--- src/rtl/knn_vote_pkg.sv ---
// Shared types and constants for the k-NN vote block: FSM states, class-width
// derivation and the width of the per-class vote counters.
package knn_vote_pkg;

    localparam int CNT_W = 8;

    typedef enum logic [1:0] {
        IDLE    = 2'd0,
        COLLECT = 2'd1,
        DECIDE  = 2'd2,
        OUTPUT  = 2'd3
    } state_t;

    function automatic int class_w(input int nbr_class);
        return (nbr_class > 1) ? $clog2(nbr_class) : 1;
    endfunction

endpackage

--- src/rtl/knn_vote_if.sv ---
// Bundle of the label-write port, the neighbour stream, the result stream and
// the error flag; master drives stimulus, slave is the vote block.
interface knn_vote_if
    import knn_vote_pkg::*;
#(
    parameter int ID_W    = 8,
    parameter int CLASS_W = 2
);
    logic               lbl_we;
    logic [ID_W-1:0]    lbl_addr;
    logic [CLASS_W-1:0] lbl_data;
    logic               nb_valid;
    logic               nb_ready;
    logic [ID_W-1:0]    nb_id;
    logic               nb_last;
    logic               cls_valid;
    logic               cls_ready;
    logic [CLASS_W-1:0] cls_label;
    logic [CNT_W-1:0]   cls_votes;
    logic               err;

    modport master (
        output lbl_we, lbl_addr, lbl_data, nb_valid, nb_id, nb_last, cls_ready,
        input  nb_ready, cls_valid, cls_label, cls_votes, err
    );

    modport slave (
        input  lbl_we, lbl_addr, lbl_data, nb_valid, nb_id, nb_last, cls_ready,
        output nb_ready, cls_valid, cls_label, cls_votes, err
    );

endinterface

--- src/rtl/knn_vote_argmax.sv ---
// Combinational argmax over the class counters; equal counts go to the class
// whose first vote came from the nearest neighbour (lowest rank).
module knn_vote_argmax
    import knn_vote_pkg::*;
#(
    parameter int NBR_CLASS = 4,
    parameter int CLASS_W   = 2,
    parameter int RANK_W    = 3
) (
    input  logic [NBR_CLASS-1:0][CNT_W-1:0]  cnt_i,
    input  logic [NBR_CLASS-1:0][RANK_W-1:0] rank_i,
    output logic [CLASS_W-1:0]               label_o,
    output logic [CNT_W-1:0]                 votes_o
);

    logic [RANK_W-1:0] best_rank;

    always_comb begin
        label_o   = '0;
        votes_o   = cnt_i[0];
        best_rank = rank_i[0];
        for (int c = 1; c < NBR_CLASS; c++) begin
            if ((cnt_i[c] > votes_o) ||
                ((cnt_i[c] == votes_o) && (rank_i[c] < best_rank))) begin
                label_o   = CLASS_W'(c);
                votes_o   = cnt_i[c];
                best_rank = rank_i[c];
            end
        end
    end

endmodule

--- src/rtl/knn_vote.sv ---
// k-NN majority vote: labels each incoming neighbour ID, accumulates per-class
// votes and emits the winning class. Define KNN_VOTE_WEIGHT_EN for rank weights.
module knn_vote
    import knn_vote_pkg::*;
#(
    parameter int NBR_KNN   = 4,
    parameter int NBR_DATAP = 10,
    parameter int NBR_CLASS = 4,
    parameter int ID_W      = 8
) (
    input logic       clk,
    input logic       rst,
    knn_vote_if.slave bus
);

    localparam int CLASS_W = class_w(NBR_CLASS);
    localparam int RANK_W  = $clog2(NBR_KNN + 1);
    localparam logic [RANK_W-1:0] RANK_NONE = RANK_W'(NBR_KNN);
    localparam logic [ID_W:0]     DATAP_LIM = (ID_W + 1)'(NBR_DATAP);

    state_t                           state_q;
    logic [CLASS_W-1:0]               lbl_q [NBR_DATAP];
    logic [NBR_CLASS-1:0][CNT_W-1:0]  cnt_q;
    logic [NBR_CLASS-1:0][RANK_W-1:0] frank_q;
    logic [RANK_W-1:0]                rank_q;
    logic                             err_q;
    logic [CLASS_W-1:0]               label_q;
    logic [CNT_W-1:0]                 votes_q;

    logic               xfer, id_ok, rank_ok, vote;
    logic [CLASS_W-1:0] vote_lbl;
    logic [CNT_W-1:0]   weight;
    logic [CLASS_W-1:0] win_label;
    logic [CNT_W-1:0]   win_votes;

    function automatic logic [CNT_W-1:0] sat_add(input logic [CNT_W-1:0] a,
                                                  input logic [CNT_W-1:0] b);
        logic [CNT_W:0] s;
        s = {1'b0, a} + {1'b0, b};
        return s[CNT_W] ? {CNT_W{1'b1}} : s[CNT_W-1:0];
    endfunction

    assign bus.nb_ready  = (state_q == IDLE) || (state_q == COLLECT);
    assign bus.cls_valid = (state_q == OUTPUT);
    assign bus.cls_label = label_q;
    assign bus.cls_votes = votes_q;
    assign bus.err       = err_q;

    assign xfer    = bus.nb_valid && bus.nb_ready;
    assign id_ok   = {1'b0, bus.nb_id} < DATAP_LIM;
    assign rank_ok = rank_q < RANK_NONE;
    assign vote    = xfer && id_ok && rank_ok;

`ifdef KNN_VOTE_WEIGHT_EN
    assign weight = CNT_W'(NBR_KNN) - CNT_W'(rank_q);
`else
    assign weight = CNT_W'(1);
`endif

    // Lookup reads the registered table, so a same-cycle write is not yet visible
    always_comb begin
        vote_lbl = '0;
        for (int i = 0; i < NBR_DATAP; i++) begin
            if (bus.nb_id == ID_W'(i)) vote_lbl = lbl_q[i];
        end
    end

    always_ff @(posedge clk or negedge rst) begin
        if (!rst) begin
            for (int i = 0; i < NBR_DATAP; i++) lbl_q[i] <= '0;
        end else if (bus.lbl_we) begin
            for (int i = 0; i < NBR_DATAP; i++) begin
                if (bus.lbl_addr == ID_W'(i)) lbl_q[i] <= bus.lbl_data;
            end
        end
    end

    knn_vote_argmax #(
        .NBR_CLASS (NBR_CLASS),
        .CLASS_W   (CLASS_W),
        .RANK_W    (RANK_W)
    ) u_argmax (
        .cnt_i   (cnt_q),
        .rank_i  (frank_q),
        .label_o (win_label),
        .votes_o (win_votes)
    );

    always_ff @(posedge clk or negedge rst) begin
        if (!rst) begin
            state_q <= IDLE;
            cnt_q   <= '0;
            frank_q <= {NBR_CLASS{RANK_NONE}};
            rank_q  <= '0;
            err_q   <= 1'b0;
            label_q <= '0;
            votes_q <= '0;
        end else begin
            if (xfer) begin
                if (!id_ok || !rank_ok) err_q <= 1'b1;
                for (int c = 0; c < NBR_CLASS; c++) begin
                    if (vote && (vote_lbl == CLASS_W'(c))) begin
                        cnt_q[c] <= sat_add(cnt_q[c], weight);
                        if (rank_q < frank_q[c]) frank_q[c] <= rank_q;
                    end
                end
                // Rank saturates at NBR_KNN so every later entry stays out of range
                if (bus.nb_last)  rank_q <= '0;
                else if (rank_ok) rank_q <= rank_q + 1'b1;
            end
            case (state_q)
                IDLE:    if (xfer) state_q <= bus.nb_last ? DECIDE : COLLECT;
                COLLECT: if (xfer && bus.nb_last) state_q <= DECIDE;
                DECIDE: begin
                    label_q <= win_label;
                    votes_q <= win_votes;
                    state_q <= OUTPUT;
                end
                OUTPUT: begin
                    if (bus.cls_ready) begin
                        state_q <= IDLE;
                        cnt_q   <= '0;
                        frank_q <= {NBR_CLASS{RANK_NONE}};
                    end
                end
                default: state_q <= IDLE;
            endcase
        end
    end

endmodule

--- src/flat_wrapper.sv ---
// flat-port wrapper written by rule: the top's interface ports become plain ports
module knn_vote_flat import knn_vote_pkg::*;
#(
    parameter int NBR_KNN   = 4,
    parameter int NBR_DATAP = 10,
    parameter int NBR_CLASS = 4,
    parameter int ID_W      = 8
)
  (clk, rst, bus_lbl_we, bus_lbl_addr, bus_lbl_data, bus_nb_valid, bus_nb_id, bus_nb_last, bus_cls_ready, bus_nb_ready, bus_cls_valid, bus_cls_label, bus_cls_votes, bus_err);
  knn_vote_if #(.ID_W(ID_W), .CLASS_W((2))) bus_i ();
  input logic clk;
  input logic rst;
  input wire logic [$bits(bus_i.lbl_we)-1:0] bus_lbl_we;
  input wire logic [$bits(bus_i.lbl_addr)-1:0] bus_lbl_addr;
  input wire logic [$bits(bus_i.lbl_data)-1:0] bus_lbl_data;
  input wire logic [$bits(bus_i.nb_valid)-1:0] bus_nb_valid;
  input wire logic [$bits(bus_i.nb_id)-1:0] bus_nb_id;
  input wire logic [$bits(bus_i.nb_last)-1:0] bus_nb_last;
  input wire logic [$bits(bus_i.cls_ready)-1:0] bus_cls_ready;
  output wire logic [$bits(bus_i.nb_ready)-1:0] bus_nb_ready;
  output wire logic [$bits(bus_i.cls_valid)-1:0] bus_cls_valid;
  output wire logic [$bits(bus_i.cls_label)-1:0] bus_cls_label;
  output wire logic [$bits(bus_i.cls_votes)-1:0] bus_cls_votes;
  output wire logic [$bits(bus_i.err)-1:0] bus_err;
  assign bus_i.lbl_we = bus_lbl_we;
  assign bus_i.lbl_addr = bus_lbl_addr;
  assign bus_i.lbl_data = bus_lbl_data;
  assign bus_i.nb_valid = bus_nb_valid;
  assign bus_i.nb_id = bus_nb_id;
  assign bus_i.nb_last = bus_nb_last;
  assign bus_i.cls_ready = bus_cls_ready;
  assign bus_nb_ready = bus_i.nb_ready;
  assign bus_cls_valid = bus_i.cls_valid;
  assign bus_cls_label = bus_i.cls_label;
  assign bus_cls_votes = bus_i.cls_votes;
  assign bus_err = bus_i.err;
  knn_vote #(.NBR_KNN(NBR_KNN), .NBR_DATAP(NBR_DATAP), .NBR_CLASS(NBR_CLASS), .ID_W(ID_W)) u_core (.clk(clk), .rst(rst), .bus(bus_i));
endmodule
--- config.mk ---
export PLATFORM = sky130hd
export DESIGN_NAME = knn_vote_flat
export DESIGN_NICKNAME = d
export VERILOG_FILES = /design/src/rtl/knn_vote_pkg.sv /design/src/rtl/knn_vote_if.sv /design/src/rtl/knn_vote_argmax.sv /design/src/rtl/knn_vote.sv /design/src/flat_wrapper.sv
export SDC_FILE = /design/constraint.sdc
export NUM_CORES = 1
export LEC_CHECK = 0
export BUFFER_PORTS_ARGS = -buffer_cell sky130_fd_sc_hd__buf_2
export CAP_MARGIN = 20
export CORE_MARGIN = 4
export CORE_UTILIZATION = 40
export CTS_CLUSTER_DIAMETER = 60
export DETAILED_ROUTE_END_ITERATION = 8
export SETUP_SLACK_MARGIN = 0.05
export SYNTH_ARGS = -nofsm -noshare
export SYNTH_HDL_FRONTEND = slang
export SYNTH_HIERARCHICAL = 1
export SYNTH_SLANG_ARGS = --single-unit
--- constraint.sdc ---
create_clock -name clk -period 5.76 [get_ports clk]
set_clock_uncertainty 0.05 [all_clocks]
set_input_delay 0.864 -clock clk [delete_from_list [all_inputs] [get_ports clk]]
set_output_delay 0.864 -clock clk [all_outputs]
set_load 0.01 [all_outputs]
# == Word level (Yosys, flattened, before mapping) ==
# Index checks and enable logic that the tools add are counted.
# Widths: inputs -> output; s select.
# word_totals
register_bits,80
out_inout_bits,13
wordCells,153
inputBits,24
# classes
mux,47
addsub,5
magnitude_cmp,12
eq_ne,30
reduce_logical,36
# ops
op,n
$mux 32,3
$mux 8,11
$eq 8x3->1 const B,8
$add 8x1->9 const B,4
$mux 12,3
$mux 3,12
$eq 8x2->1 const B,4
$eq 8x4->1 const B,4
$mux 2,16
$eq 8x8->1,3
$gt 8x8->1,3
$reduce_and 2->1,12
$lt 3x3->1,7
$eq 8x1->1 const B,2
$logic_not 8->1,2
$logic_and 1x1->1,11
$eq 2x2->1 const B,4
$lt 8x4->1 const B,1
$pmux 2 s4,1
$logic_or 1x1->1,5
$eq 2x1->1 const B,2
$logic_not 2->1,2
$ne 2x2->1 const B,2
$add 3x1->3 const B,1
6 further kinds,7

# == Depth between registers and ports, before layout ==
# Gate-level depths: netlist (run 1).
# logic_depth
word_depth,17
depth_mapped,29
depth_no_buf,27

# == By module ==
# The synthesis (run 1) kept the hierarchy.
# by_module_without_submodules
module,instances,area_each_um2,seq_area_each_um2,cells_each
knn_vote,1,4285.4,2006.9,406
knn_vote_argmax,1,1292.5,0.0,165

# == Least setup slack after synthesis (run 1) ==
# Ideal clock, no wire load.
# synth_path
path_type,register to register
start,register u_core/frank_q[2] (netlist bit)
end,register u_core.votes_q[0] (netlist: u_core/bus.cls_votes[0])
stages_incl_launch_ff,30
arrival_time_ps,5815
t_required_ps,5585
n_path_buf,2
path_slack_ps,-230
setup_time_ps,125
cell_sequence,dfstp_2 inv_1 ha_1 a21o_1 a31oi_2 or3_1 nand2_1 buf_2 mux2i_1 ha_1 a21o_1 a21oi_1 o21a_1 o2111a_1 a32oi_2 o211ai_2 buf_2 nor2_1 a31o_2 ha_1 nor2b_1 o21ai_0 nand2b_1 a21oi_1 o21ai_1 a211o_1 a22oi_1 nor2_4 mux2_4 mux2_2
# synth_between
elab_chain_cells,12
# synth_rtl
item,line_no,rtl
"start, declared",knn_vote.sv:24,logic [NBR_CLASS-1:0][RANK_W-1:0] frank_q;
"start signal, assigned",knn_vote.sv:93,frank_q <= {NBR_CLASS{RANK_NONE}};
"start signal, assigned",knn_vote.sv:123,frank_q <= {NBR_CLASS{RANK_NONE}};
branches (longest 11 deep; another with $gt 8x8->1),--,
$mux 8 *,knn_vote_argmax.sv:23,if ((cnt_i[c] > votes_o) ||
via u_core.win_votes[0],knn_vote.sv:34,logic [CNT_W-1:0] win_votes;
"end signal, assigned",knn_vote.sv:116,votes_q <= win_votes;
"end, declared",knn_vote.sv:28,logic [CNT_W-1:0] votes_q;
# Mark *: on every way through the listed nets, which the timed path passes.
# A chain may end at the register's enable or synchronous reset.

# == Worst setup path in the final report (run 1) ==
# Ends and elaborated chain as after synthesis.

==> metrics.md, run 1 <==
| Metric | Value |
|---|---|
| Pre-Repair DR Iteration Count | `5` |
| Post-synth top area share | `0.341` |
| First-pass GRT wire length | `22.5 mm` |
| Mapped cell area | `5580 um2` |
| Worst-path maximum fanout | `6` |
| RSZ-0062 raised after global routing | `false` |
| Num rows | `42` |
| Diode count | `0` |
| Root buf cell | `clkbuf_16` |
| Ys async rst share | `1.00` |
| DR iter-0 viols | `245` |
| Hold buffer count at CTS | `0` |
| Critical Path AT | `5.74 ns` |
| Final WS setup | `0.191 ns` |
| Internal power | `1730 uW` |
| Final Wtd Congestion | `0.918` |
| HPWL after DPL | `9.80 mm` |
| Sw Share | `0.387` |
| WL/cell | `16.4 um` |
| Post-synth EDFFs | `0` |
| Outcome | `finished clean` |
| Relative slew margins | `0.565` |
| Clk Latency, worst-skew pair | `0.34 ns` |
| Die ar. | `15,900 um2` |
| Area growth from synthesis to layout | `20.3%` |
| Max rail drop VDD | `0.000382 V` |
| Cell taking the most area after synthesis | `dfrtp_1` |
| Worst Setup End Kind | `register` |
| Final nets | `707` |
| Post-Syn Nets | `641` |
| Pins Over Slew Limit | `0` |
| Vias in the first global route | `4,618` |
| PD cells | `420 nW/um2` |
| GRT Residual Overflow | `0` |
| Final setup fails | `0` |
| Dpl ws | `-0.0811 ns` |
| Overall Power | `2820 uW` |
| Initial Util | `0.415` |
| Final Hold Violating Endpoints | `0` |
| Post-synthesis sequential area ratio | `0.360` |
| Layout cells sized above 1 | `0.271` |
| Min-Delay Path Class | `in -> async` |
| Final min period | `5.57 ns` |
| Final period util | `0.967` |
| Yosys cell types | `72` |
| Via count | `4,680` |
| Total DRC errors in the routed layout | `0` |
| Maximum clock frequency | `0.180 GHz` |
| # port buffers | `36` |
| Routed WL | `13.4 mm` |
| Synth Instances | `571` |
| Syn_area_per_cell | `9.77 um2` |
| Synth Register Bits | `80` |
| Logic pwr share | `0.563` |
| H-tree levels | `3` |
| CORE AREA | `13,500 um2` |
| CTS max path bufs | `2` |
| Reg clk slew, reported paths | `0.06 ns` |
| Clock share of power | `0.193` |
| Static leakage | `0.00313 uW` |
| NetSw | `1090 uW` |
| Post-route ant nets | `0` |
| Largest net degree at the start of global routing | `81` |
| CTS Buf Count | `9` |
| Flop pwr share | `0.244` |
| Kind of critical path | `reg -> reg` |
| Global Route Usage Sum | `0.171` |
| DR vias/cell | `5.72` |
| Synth area leaders | `dfrtp_1, ha_1, mux2_2` |
| Ys flop type | `dfrtp_1` |
| Setup TNS | `0 ns` |
| Horiz. Die Dim | `126 um` |
| WP data required | `5.94 ns` |
| Antenna violations before repair | `0` |
| CTS tree | `built` |
| Worst setup SP type | `register` |
| Post-layout util | `0.499` |
| Clock sinks | `80` |
| Ports | `37` |
| # Max-Cap Violations | `0` |
| Slew @ Worst Pin | `0.647 ns` |
| Die Ht | `126 um` |
| Yosys warning total | `6` |
[metal layers]
| layer | share of wire | vias up | GRT usage |
|---|---|---|---|
| met1 | 0.47 | 2305 | 0.233 |
| met4 | 0.017 | 0 | 0.0524 |
| li1 | - | 2273 | - |
| met2 | 0.47 | 85 | 0.274 |
| met3 | 0.037 | 17 | 0.0385 |
| met5 | 0 | - | 0 |
[through the flow]
step / instance area (um2) / cells / hold slack [ns]
after floorplan: 5600 / 571 / 0.421
after global placement: 6110 / 788 / 0.397
after detailed placement: 6110 / 788 / 0.401
after CTS: 6440 / 808 / 0.420
after global routing: 6710 / 818 / 0.422
final: 6710 / 818 / 0.401
[synthesized netlist by cell type, types with 5 or more instances]
| master | instances |
|---|---|
| dfrtp_1 | 76 |
| ha_1 | 46 |
| nand2_1 | 38 |
| inv_1 | 37 |
| mux2_2 | 34 |
| a21oi_1 | 32 |
| mux2i_1 | 32 |
| nor2_1 | 30 |
| o21ai_0 | 29 |
| and3_1 | 22 |
| nor3_1 | 21 |
| nand3_1 | 16 |
| nor2b_1 | 12 |
| a311oi_1 | 11 |
| clkbuf_1 | 10 |
| a211oi_1 | 9 |
| o21a_1 | 7 |
| buf_2 | 6 |
| nand2b_1 | 6 |
| a21o_1 | 5 |
| a31oi_1 | 5 |
| nand4_1 | 5 |
[flip-flops by register name, summed over array words and instances (netlist names)]
signal                flops
u_core/bus.cls_label      2
u_core/bus.cls_votes      8
u_core/bus.err            1
u_core/cnt_q             32
u_core/frank_q           12
u_core/lbl_q             20
u_core/rank_q             3
u_core/state_q            2
[cell usage in the layout (no fill, tap or decap), types with 4 or more instances in the layout]
| master | synthesis | layout |
|---|---|---|
| nand4_1 | 5 | 5 |
| o21a_1 | 7 | 7 |
| and3_1 | 22 | 22 |
| mux2i_1 | 32 | 25 |
| o21ai_1 | 1 | 6 |
| a21o_1 | 5 | 5 |
| buf_4 | 1 | 34 |
| nand2_1 | 38 | 37 |
| buf_2 | 6 | 35 |
| and2_1 | 4 | 4 |
| and4b_1 | 4 | 4 |
| a41oi_1 | 4 | 4 |
| ha_1 | 46 | 39 |
| o21ai_0 | 29 | 24 |
| clkbuf_16 | 0 | 9 |
| a211oi_1 | 9 | 7 |
| a21oi_1 | 32 | 31 |
| nand3_1 | 16 | 16 |
| mux2i_4 | 0 | 4 |
| a31oi_1 | 5 | 5 |
| dfstp_2 | 4 | 4 |
| inv_1 | 37 | 36 |
| nor2b_1 | 12 | 12 |
| mux2_2 | 34 | 33 |
| a311oi_1 | 11 | 11 |
| nor3_1 | 21 | 21 |
| ha_4 | 0 | 5 |
| nand2b_1 | 6 | 6 |
| dfrtp_1 | 76 | 76 |
| nor2_1 | 30 | 29 |
[worst max-delay path: stages, from the launching register on]
cell and delay [ns]:
dfstp_2 0.55, inv_2 0.05, ha_4 0.27, a21o_1 0.14, a31oi_4 0.05, or3_4 0.43
nand2_8 0.12, buf_6 0.14, mux2i_2 0.23, ha_1 0.29, a211oi_2 0.30, a211oi_1 0.11
mux2i_1 0.15, buf_4 0.15, o211ai_4 0.10, buf_6 0.15, buf_4 0.14, o21ai_0 0.37
ha_1 0.33, nand2_1 0.08, o21ai_1 0.06, a211o_1 0.27, a22oi_2 0.25, nor2_4 0.08
mux2_4 0.30, mux2_2 0.27
[cell type report]
cell class / instances / area [um2]
Tap cell: 176 / 220
Multi-Input combinational cell: 434 / 3540
Clock inverter: 7 / 56.3
Inverter: 37 / 139
Sequential cell: 80 / 2010
Fill cell: 1254 / 6740
Timing Repair Buffer: 75 / 527
Clock buffer: 9 / 225
[power by group through the flow]
stage          logic (uW)  clock network (uW)  registers (uW)
2_1_floorplan         979                   0             700
5_1_grt              1720                 591             696
4_1_cts              1460                 560             687
6_report             1590                 544             687
3_5_place_dp         1420                   0             697
3_3_place_gp         1390                   0             694
[kinds of logic after synthesis]
| group | count (synthesis) | synth area share |
|---|---|---|
| and+or+nand+nor | 187 | 0.191 |
| adders and majority gates | 46 | 0.103 |
| muxes | 67 | 0.129 |
| buffers and inverters | 57 | 0.0404 |
| AOI/OAI and AO/OA | 134 | 0.177 |
| DFF | 80 | 0.360 |
[repair_timing]
| action | CTS | global route |
|---|---|---|
| setup endpoints to repair | 9 | 10 |
| buffers inserted | 4 | 9 |
| hold endpoints to repair | 0 | 0 |
| pin swaps | 0 | 18 |
| gates resized for setup | 4 | 34 |
[final timing paths]
kind,endpoint,cells after the start,slack [ns],from
min in group clk,u_core/bus.err,1,0.41,u_core/bus.err
max in group asynchronous,u_core/frank_q[11],2,4.60,rst
worst min-delay path,u_core/cnt_q[6],1,0.40,rst
worst max-delay path,u_core/bus.cls_votes[0],25,0.19,u_core/frank_q[2]
worst max register to register,u_core/bus.cls_votes[0],25,0.19,u_core/frank_q[2]
worst min register to register,u_core/bus.err,1,0.41,u_core/bus.err
Power figures use the tool's default switching activity.
==> inputs of run 2 (changes only) <==
MAX_ROUTING_LAYER = met4   (was not set)
REMOVE_ABC_BUFFERS = 1   (was not set)
SLEW_MARGIN = 40   (was not set)
==> run 2 against run 1 <==
- setup slack improved by 0.039 ns
- cell area increased by 0.88%
- highest routed layer unchanged
- utilization increased by 0.44 points
- clock-buffer cell count unchanged
- power increased by 3.0%
- sequential power increased by 0.6%
- critical path type unchanged
- critical path depth increased by 2
- global-route usage increased by 0.86 points
==> metrics.md, run 2 (same netlist as run 1, synthesis figures left out) <==
| Metric | Value |
|---|---|
| Worst Setup End Kind | `register (unchanged)` |
| CTS tree | `built (unchanged)` |
| Global Route Usage Sum | `0.180 (was 0.171)` |
| Critical Path Stages | `27 (was 25)` |
| Final Hold Violating Endpoints | `0 (unchanged)` |
| CORE AREA | `13,500 um2 (unchanged)` |
| Final period util | `0.960 (was 0.967)` |
| Setup TNS | `0 ns (unchanged)` |
| Static leakage | `0.00318 uW (was 0.00313 uW)` |
| Clock sinks | `80 (unchanged)` |
| Most flop-heavy register | `u_core/cnt_q (unchanged)` |
| Diode count | `0 (unchanged)` |
| Worst-path maximum fanout | `7 (was 6)` |
| # port buffers | `36 (unchanged)` |
| Horiz. Die Dim | `126 um (unchanged)` |
| Pre-Repair DR Iteration Count | `4 (was 5)` |
| Dpl ws | `-0.199 ns (was -0.0811 ns)` |
| Root buf cell | `clkbuf_16 (unchanged)` |
| Largest net degree at the start of global routing | `81 (unchanged)` |
| Num rows | `42 (unchanged)` |
| PD cells | `429 nW/um2 (was 420 nW/um2)` |
| GRT Residual Overflow | `0 (unchanged)` |
| Reg clk slew, reported paths | `0.07 ns (was 0.06 ns)` |
| Final Wtd Congestion | `0.940 (was 0.918)` |
| Relative slew margins | `0.519 (was 0.565)` |
| Kind of critical path | `reg -> reg (unchanged)` |
| DR iter-0 viols | `218 (was 245)` |
| Worst Path Buf+Inv | `4 (was 5)` |
| Antenna violations before repair | `0 (unchanged)` |
| Final WS setup | `0.230 ns (was 0.191 ns)` |
| Total DRC errors in the routed layout | `0 (unchanged)` |
| Non-filler cells, final | `821 (was 818)` |
| Via count | `4,663 (was 4,680)` |
| Ports | `37 (unchanged)` |
| Die ar. | `15,900 um2 (unchanged)` |
| CP max-delay cell | `dfstp_2 (unchanged)` |
| H-tree levels | `3 (unchanged)` |
| Reg2reg path depth | `27 (was 25)` |
| Max rail drop VDD | `0.000259 V (was 0.000382 V)` |
| Worst hold stages | `1` |
| # Max-Cap Violations | `0 (unchanged)` |
| Post-route ant nets | `0 (unchanged)` |
| Overall Power | `2910 uW (was 2820 uW)` |
| Delay-heaviest family, CP | `compound AO/OA/AOI/OAI gates (unchanged)` |
| RSZ-0062 raised after global routing | `false (unchanged)` |
| Worst setup SP type | `register (unchanged)` |
| Slowest stage delay, CP | `0.53 ns (was 0.55 ns)` |
| Initial Util | `0.415 (unchanged)` |
| HPWL after DPL | `9.91 mm (was 9.80 mm)` |
| Top flop regs | `u_core/cnt_q x32, u_core/lbl_q x20, u_core/frank_q x12 (unchanged)` |
| Most common cell after layout, fill and taps aside | `dfrtp_1 (unchanged)` |
| Layout cells sized above 1 | `0.276 (was 0.271)` |
| Commonest non-fill, non-tap cells in the layout | `dfrtp_1, ha_1, buf_4, nand2_1, inv_1 (was dfrtp_1, ha_1, nand2_1, inv_1, buf_2)` |
| First-pass GRT wire length | `23.1 mm (was 22.5 mm)` |
| Routed WL | `13.5 mm (was 13.4 mm)` |
| Area growth from synthesis to layout | `21.4% (was 20.3%)` |
| Min-Delay Path Class | `reg -> reg (was in -> async)` |
| WP data required | `5.94 ns (about the same)` |
| Outcome | `finished clean (unchanged)` |
| Slew @ Worst Pin | `0.715 ns (was 0.647 ns)` |
| Max reg flops | `32 (unchanged)` |
| Pins Over Slew Limit | `0 (unchanged)` |
| Final min period | `5.53 ns (was 5.57 ns)` |
| Final setup fails | `0 (unchanged)` |
| Placed cell count | `794 (was 788)` |
| Vias in the first global route | `4,712 (was 4,618)` |
| Maximum clock frequency | `0.181 GHz (was 0.180 GHz)` |
| Clk Latency, worst-skew pair | `0.35 ns (was 0.34 ns)` |
| Final nets | `710 (was 707)` |
| WL/cell | `16.5 um (was 16.4 um)` |
| Die Ht | `126 um (unchanged)` |
| Critical Path AT | `5.71 ns (was 5.74 ns)` |
| CTS Buf Count | `9 (unchanged)` |
| CTS max path bufs | `2 (unchanged)` |
| Layout fillers | `1,250 (was 1,254)` |
| DR vias/cell | `5.68 (was 5.72)` |
==> run 2: cell types whose count changed in the layout (fill, tap and decap cells not counted), moves of 2 or more <==
cell | before | now
clkinv_4 | 1 | 4
a21oi_1 | 31 | 29
ha_1 | 39 | 42
o21ai_0 | 24 | 26
clkinvlp_4 | 3 | 0
ha_2 | 2 | 0
o21ai_1 | 6 | 2
buf_4 | 34 | 38
buf_6 | 3 | 1
a21oi_2 | 1 | 3
bufinv_16 | 0 | 2
o21ai_2 | 0 | 2
==> run 2: path summary, 6_finish.rpt <==
kind                                   start  slack [ns]                      end
max reg2reg                u_core/frank_q[2]        0.23  u_core/bus.cls_votes[0]
min in group asynchronous                rst        0.50         u_core/cnt_q[21]
min                           u_core/bus.err        0.42           u_core/bus.err
max in group asynchronous                rst        4.71        u_core/frank_q[6]
max                        u_core/frank_q[2]        0.23  u_core/bus.cls_votes[0]
min reg2reg                   u_core/bus.err        0.42           u_core/bus.err
==> run 2: repair_timing <==
| action | CTS | global route |
|---|---|---|
| endpoints found under the hold margin | 0 | 0 |
| hold buffers | 0 | 0 |
| pin swaps | 5 | 17 |
| gates cloned | 0 | 1 |
| endpoints found under the setup margin | 10 | 10 |
| buffers inserted | 4 | 6 |
| gates resized for setup | 13 | 25 |
==> run 2: worst reg2reg max path, delay by kind of cell (launching register included) <==
kind	cells	cell delay [ns]
compound gates	11	1.62
mux	4	1.07
fa+ha+maj	3	0.89
simple gates	5	0.74
flops	1	0.53
buf+inv	4	0.52
==> run 2: area by class of cell <==
class	count	area [um2]	area share
multi-input combinational	434	3530	0.521
clock inverter	7	104	0.0153
sequential	80	2010	0.296
clock buffer	9	225	0.0333
timing repair buffer	78	546	0.0806
inverter	37	139	0.0205
tap	176	220	0.0325
==> run 2: routing by layer <==
layer / routed length [um] / track usage
met4: 176 / 0.0549
met5: 0 / -
met3: 385 / 0.0229
met1: 6410 / 0.238
met2: 6580 / 0.290
==> run 2: metrics by stage <==
| stage | utilization | instance area (um2) | hold WS (ns) |
|---|---|---|---|
| floorplan | - | 5490 | 0.421 |
| global placement | 0.456 | 6140 | 0.398 |
| finish | 0.503 | 6770 | 0.420 |
| detailed placement | 0.457 | 6140 | 0.401 |
| CTS | 0.488 | 6560 | 0.424 |
| global route | 0.503 | 6770 | 0.467 |
==> run 2: power by group <==
part / switching [uW] / internal (uW) / leakage, uW
Clock: 250 / 384 / 0.000160
Sequential: 60.3 / 630 / 0.00108
Combinational: 791 / 790 / 0.00194
Total: 1100 / 1800 / 0.00318
==> inputs of run 3 (changes only) <==
CORE_ASPECT_RATIO = 1.75   (was not set)
==> run 3 against run 2 <==
- flip-flop and latch count stayed put
- clock-buffer cell count is 2 higher
- hold slack hardly changed
- die area is 0.47% higher
- combinational power is 6% lower
- via count hardly changed
- critical path depth stayed put
- maximum frequency is 0.29% higher
- utilization is 1.4 points lower
- first-iteration DRC count is 0.92% lower
==> metrics.md, run 3 (same netlist as run 1, synthesis figures left out) <==
| Metric | Value |
|---|---|
| HPWL after DPL | `11.2 mm (was 9.91 mm)` |
| Via count | `4,667 (was 4,663)` |
| Final Wtd Congestion | `0.920 (was 0.940)` |
| Top flop regs | `u_core/cnt_q x32, u_core/lbl_q x20, u_core/frank_q x12 (unchanged)` |
| CTS tree | `built (unchanged)` |
| Area growth from synthesis to layout | `18.7% (was 21.4%)` |
| Total DRC errors in the routed layout | `0 (unchanged)` |
| GRT Residual Overflow | `0 (unchanged)` |
| Die Ht | `164 um (was 126 um)` |
| Max rail drop VDD | `0.000323 V (was 0.000259 V)` |
| RSZ-0062 raised after global routing | `false (unchanged)` |
| CORE AREA | `13,500 um2 (about the same)` |
| Clock sinks | `80 (unchanged)` |
| Global Route Usage Sum | `0.191 (was 0.180)` |
| Post-layout util | `0.490 (was 0.503)` |
| H-tree levels | `3 (unchanged)` |
| Most flop-heavy register | `u_core/cnt_q (unchanged)` |
| WL/cell | `18.1 um (was 16.5 um)` |
| Slew @ Worst Pin | `0.752 ns (was 0.715 ns)` |
| # Max-Cap Violations | `0 (unchanged)` |
| Pre-Repair DR Iteration Count | `4 (unchanged)` |
| Final nets | `705 (was 710)` |
| Outcome | `finished clean (unchanged)` |
| Dpl ws | `-0.0123 ns (was -0.199 ns)` |
| Layout cells sized above 1 | `0.267 (was 0.276)` |
| Commonest non-fill, non-tap cells in the layout | `dfrtp_1, ha_1, nand2_1, inv_1, buf_2 (was dfrtp_1, ha_1, buf_4, nand2_1, inv_1)` |
| Non-filler cells, final | `814 (was 821)` |
| Vias in the first global route | `4,959 (was 4,712)` |
| Relative slew margins | `0.498 (was 0.519)` |
| DR iter-0 viols | `216 (was 218)` |
| Min Hold Slack | `0.420 ns (about the same)` |
| Worst Setup End Kind | `register (unchanged)` |
| First-pass GRT wire length | `23.8 mm (was 23.1 mm)` |
| Placed cell count | `791 (was 794)` |
| Clk Latency, worst-skew pair | `0.34 ns (was 0.35 ns)` |
| PD cells | `415 nW/um2 (was 429 nW/um2)` |
| Diode count | `0 (unchanged)` |
| Maximum clock frequency | `0.181 GHz (about the same)` |
| Final min period | `5.51 ns (was 5.53 ns)` |
| DR vias/cell | `5.73 (was 5.68)` |
| CTS Buf Count | `9 (unchanged)` |
| Ports | `37 (unchanged)` |
| Post-route ant nets | `0 (unchanged)` |
| Max reg flops | `32 (unchanged)` |
| Initial Util | `0.412 (was 0.415)` |
| Static leakage | `0.00311 uW (was 0.00318 uW)` |
| Final setup fails | `0 (unchanged)` |
| WP data required | `5.94 ns (about the same)` |
| Worst setup SP type | `register (unchanged)` |
| Final Hold Violating Endpoints | `0 (unchanged)` |
| Pins Over Slew Limit | `0 (unchanged)` |
| Reg clk slew, reported paths | `0.06 ns (was 0.07 ns)` |
| Worst-path maximum fanout | `5 (was 7)` |
| Antenna violations before repair | `0 (unchanged)` |
| Critical Path AT | `5.69 ns (was 5.71 ns)` |
| Kind of critical path | `reg -> reg (unchanged)` |
| Final period util | `0.957 (was 0.960)` |
| Die ar. | `16,000 um2 (was 15,900 um2)` |
| Largest net degree at the start of global routing | `81 (unchanged)` |
| Final WS setup | `0.246 ns (was 0.230 ns)` |
| Routed WL | `14.8 mm (was 13.5 mm)` |
| Setup TNS | `0 ns (unchanged)` |
| CTS max path bufs | `2 (unchanged)` |
| Min-Delay Path Class | `reg -> reg (unchanged)` |
| Most common cell after layout, fill and taps aside | `dfrtp_1 (unchanged)` |
| Num rows | `56 (was 42)` |
| # port buffers | `36 (unchanged)` |
| Root buf cell | `clkbuf_16 (unchanged)` |
| Horiz. Die Dim | `97.3 um (was 126 um)` |
[run 3: timing repair]
action / in CTS / in global routing
hold buffers: 0 / 0
endpoints found under the setup margin: 6 / 10
buffers inserted: 0 / 7
resized for setup: 3 / 26
pin swaps: 0 / 13
[run 3: worst max-delay path, stage by stage (launching register included)]
cell,delay [ns]
dfstp_2,0.55
inv_1,0.07
ha_4,0.27
a21o_1,0.11
a31oi_2,0.04
or3_4,0.40
nand2_4,0.11
buf_4,0.15
mux2i_1,0.23
ha_1,0.29
a21oi_2,0.18
o21a_1,0.17
o2111a_1,0.21
a32oi_2,0.12
o211ai_2,0.12
nor2_1,0.06
a31o_2,0.24
ha_1,0.29
nor2b_1,0.14
o21ai_1,0.11
nand2b_1,0.07
a21oi_1,0.14
o21ai_1,0.10
a211o_1,0.31
a22oi_2,0.26
nor2_4,0.09
mux2_4,0.30
mux2_2,0.25
[run 3: path summary, 6_finish.rpt]
kind	endpoint	from	slack, ns	depth (start not counted)
setup / recovery	u_core/bus.cls_votes[0]	u_core/frank_q[2]	0.25	27
hold / removal	u_core/bus.err	u_core/bus.err	0.42	1
setup reg to reg	u_core/bus.cls_votes[0]	u_core/frank_q[2]	0.25	27
hold reg to reg	u_core/bus.err	u_core/bus.err	0.42	1
max in group asynchronous	u_core/cnt_q[2]	rst	4.57	1
min in group asynchronous	u_core/state_q[1]	rst	0.52	1
[run 3: through the flow]
step                total power [uW]  instance area, um2
floorplan                       1620                5490
global route                    2920                6620
detailed placement              2030                6130
CTS                             2640                6440
global placement                1990                6120
finish                          2750                6620
[run 3: per-layer routing]
| layer | GRT usage | vias to the layer above | routed length, um |
|---|---|---|---|
| met1 | 0.181 | 2272 | 5430 |
| met2 | 0.371 | 94 | 8360 |
| met5 | - | - | 0 |
| met4 | 0.102 | 0 | 668 |
| met3 | 0.0208 | 45 | 290 |
| li1 | - | 2256 | - |
[run 3: power by group]
part | leakage (uW) | total, uW | internal [uW] | switching, uW
Combinational | 0.00190 | 1480 | 718 | 762
Sequential | 0.00108 | 686 | 630 | 56.0
Clock | 0.000138 | 580 | 347 | 233
Total | 0.00311 | 2750 | 1700 | 1050
[run 3: cell type report]
class | count | area (um2)
fill | 1264 | 6900
multi-input combinational | 434 | 3480
sequential | 80 | 2010
timing repair buffer | 73 | 475
clock buffer | 11 | 243
tap | 174 | 218
inverter | 37 | 139
clock inverter | 5 | 57.6
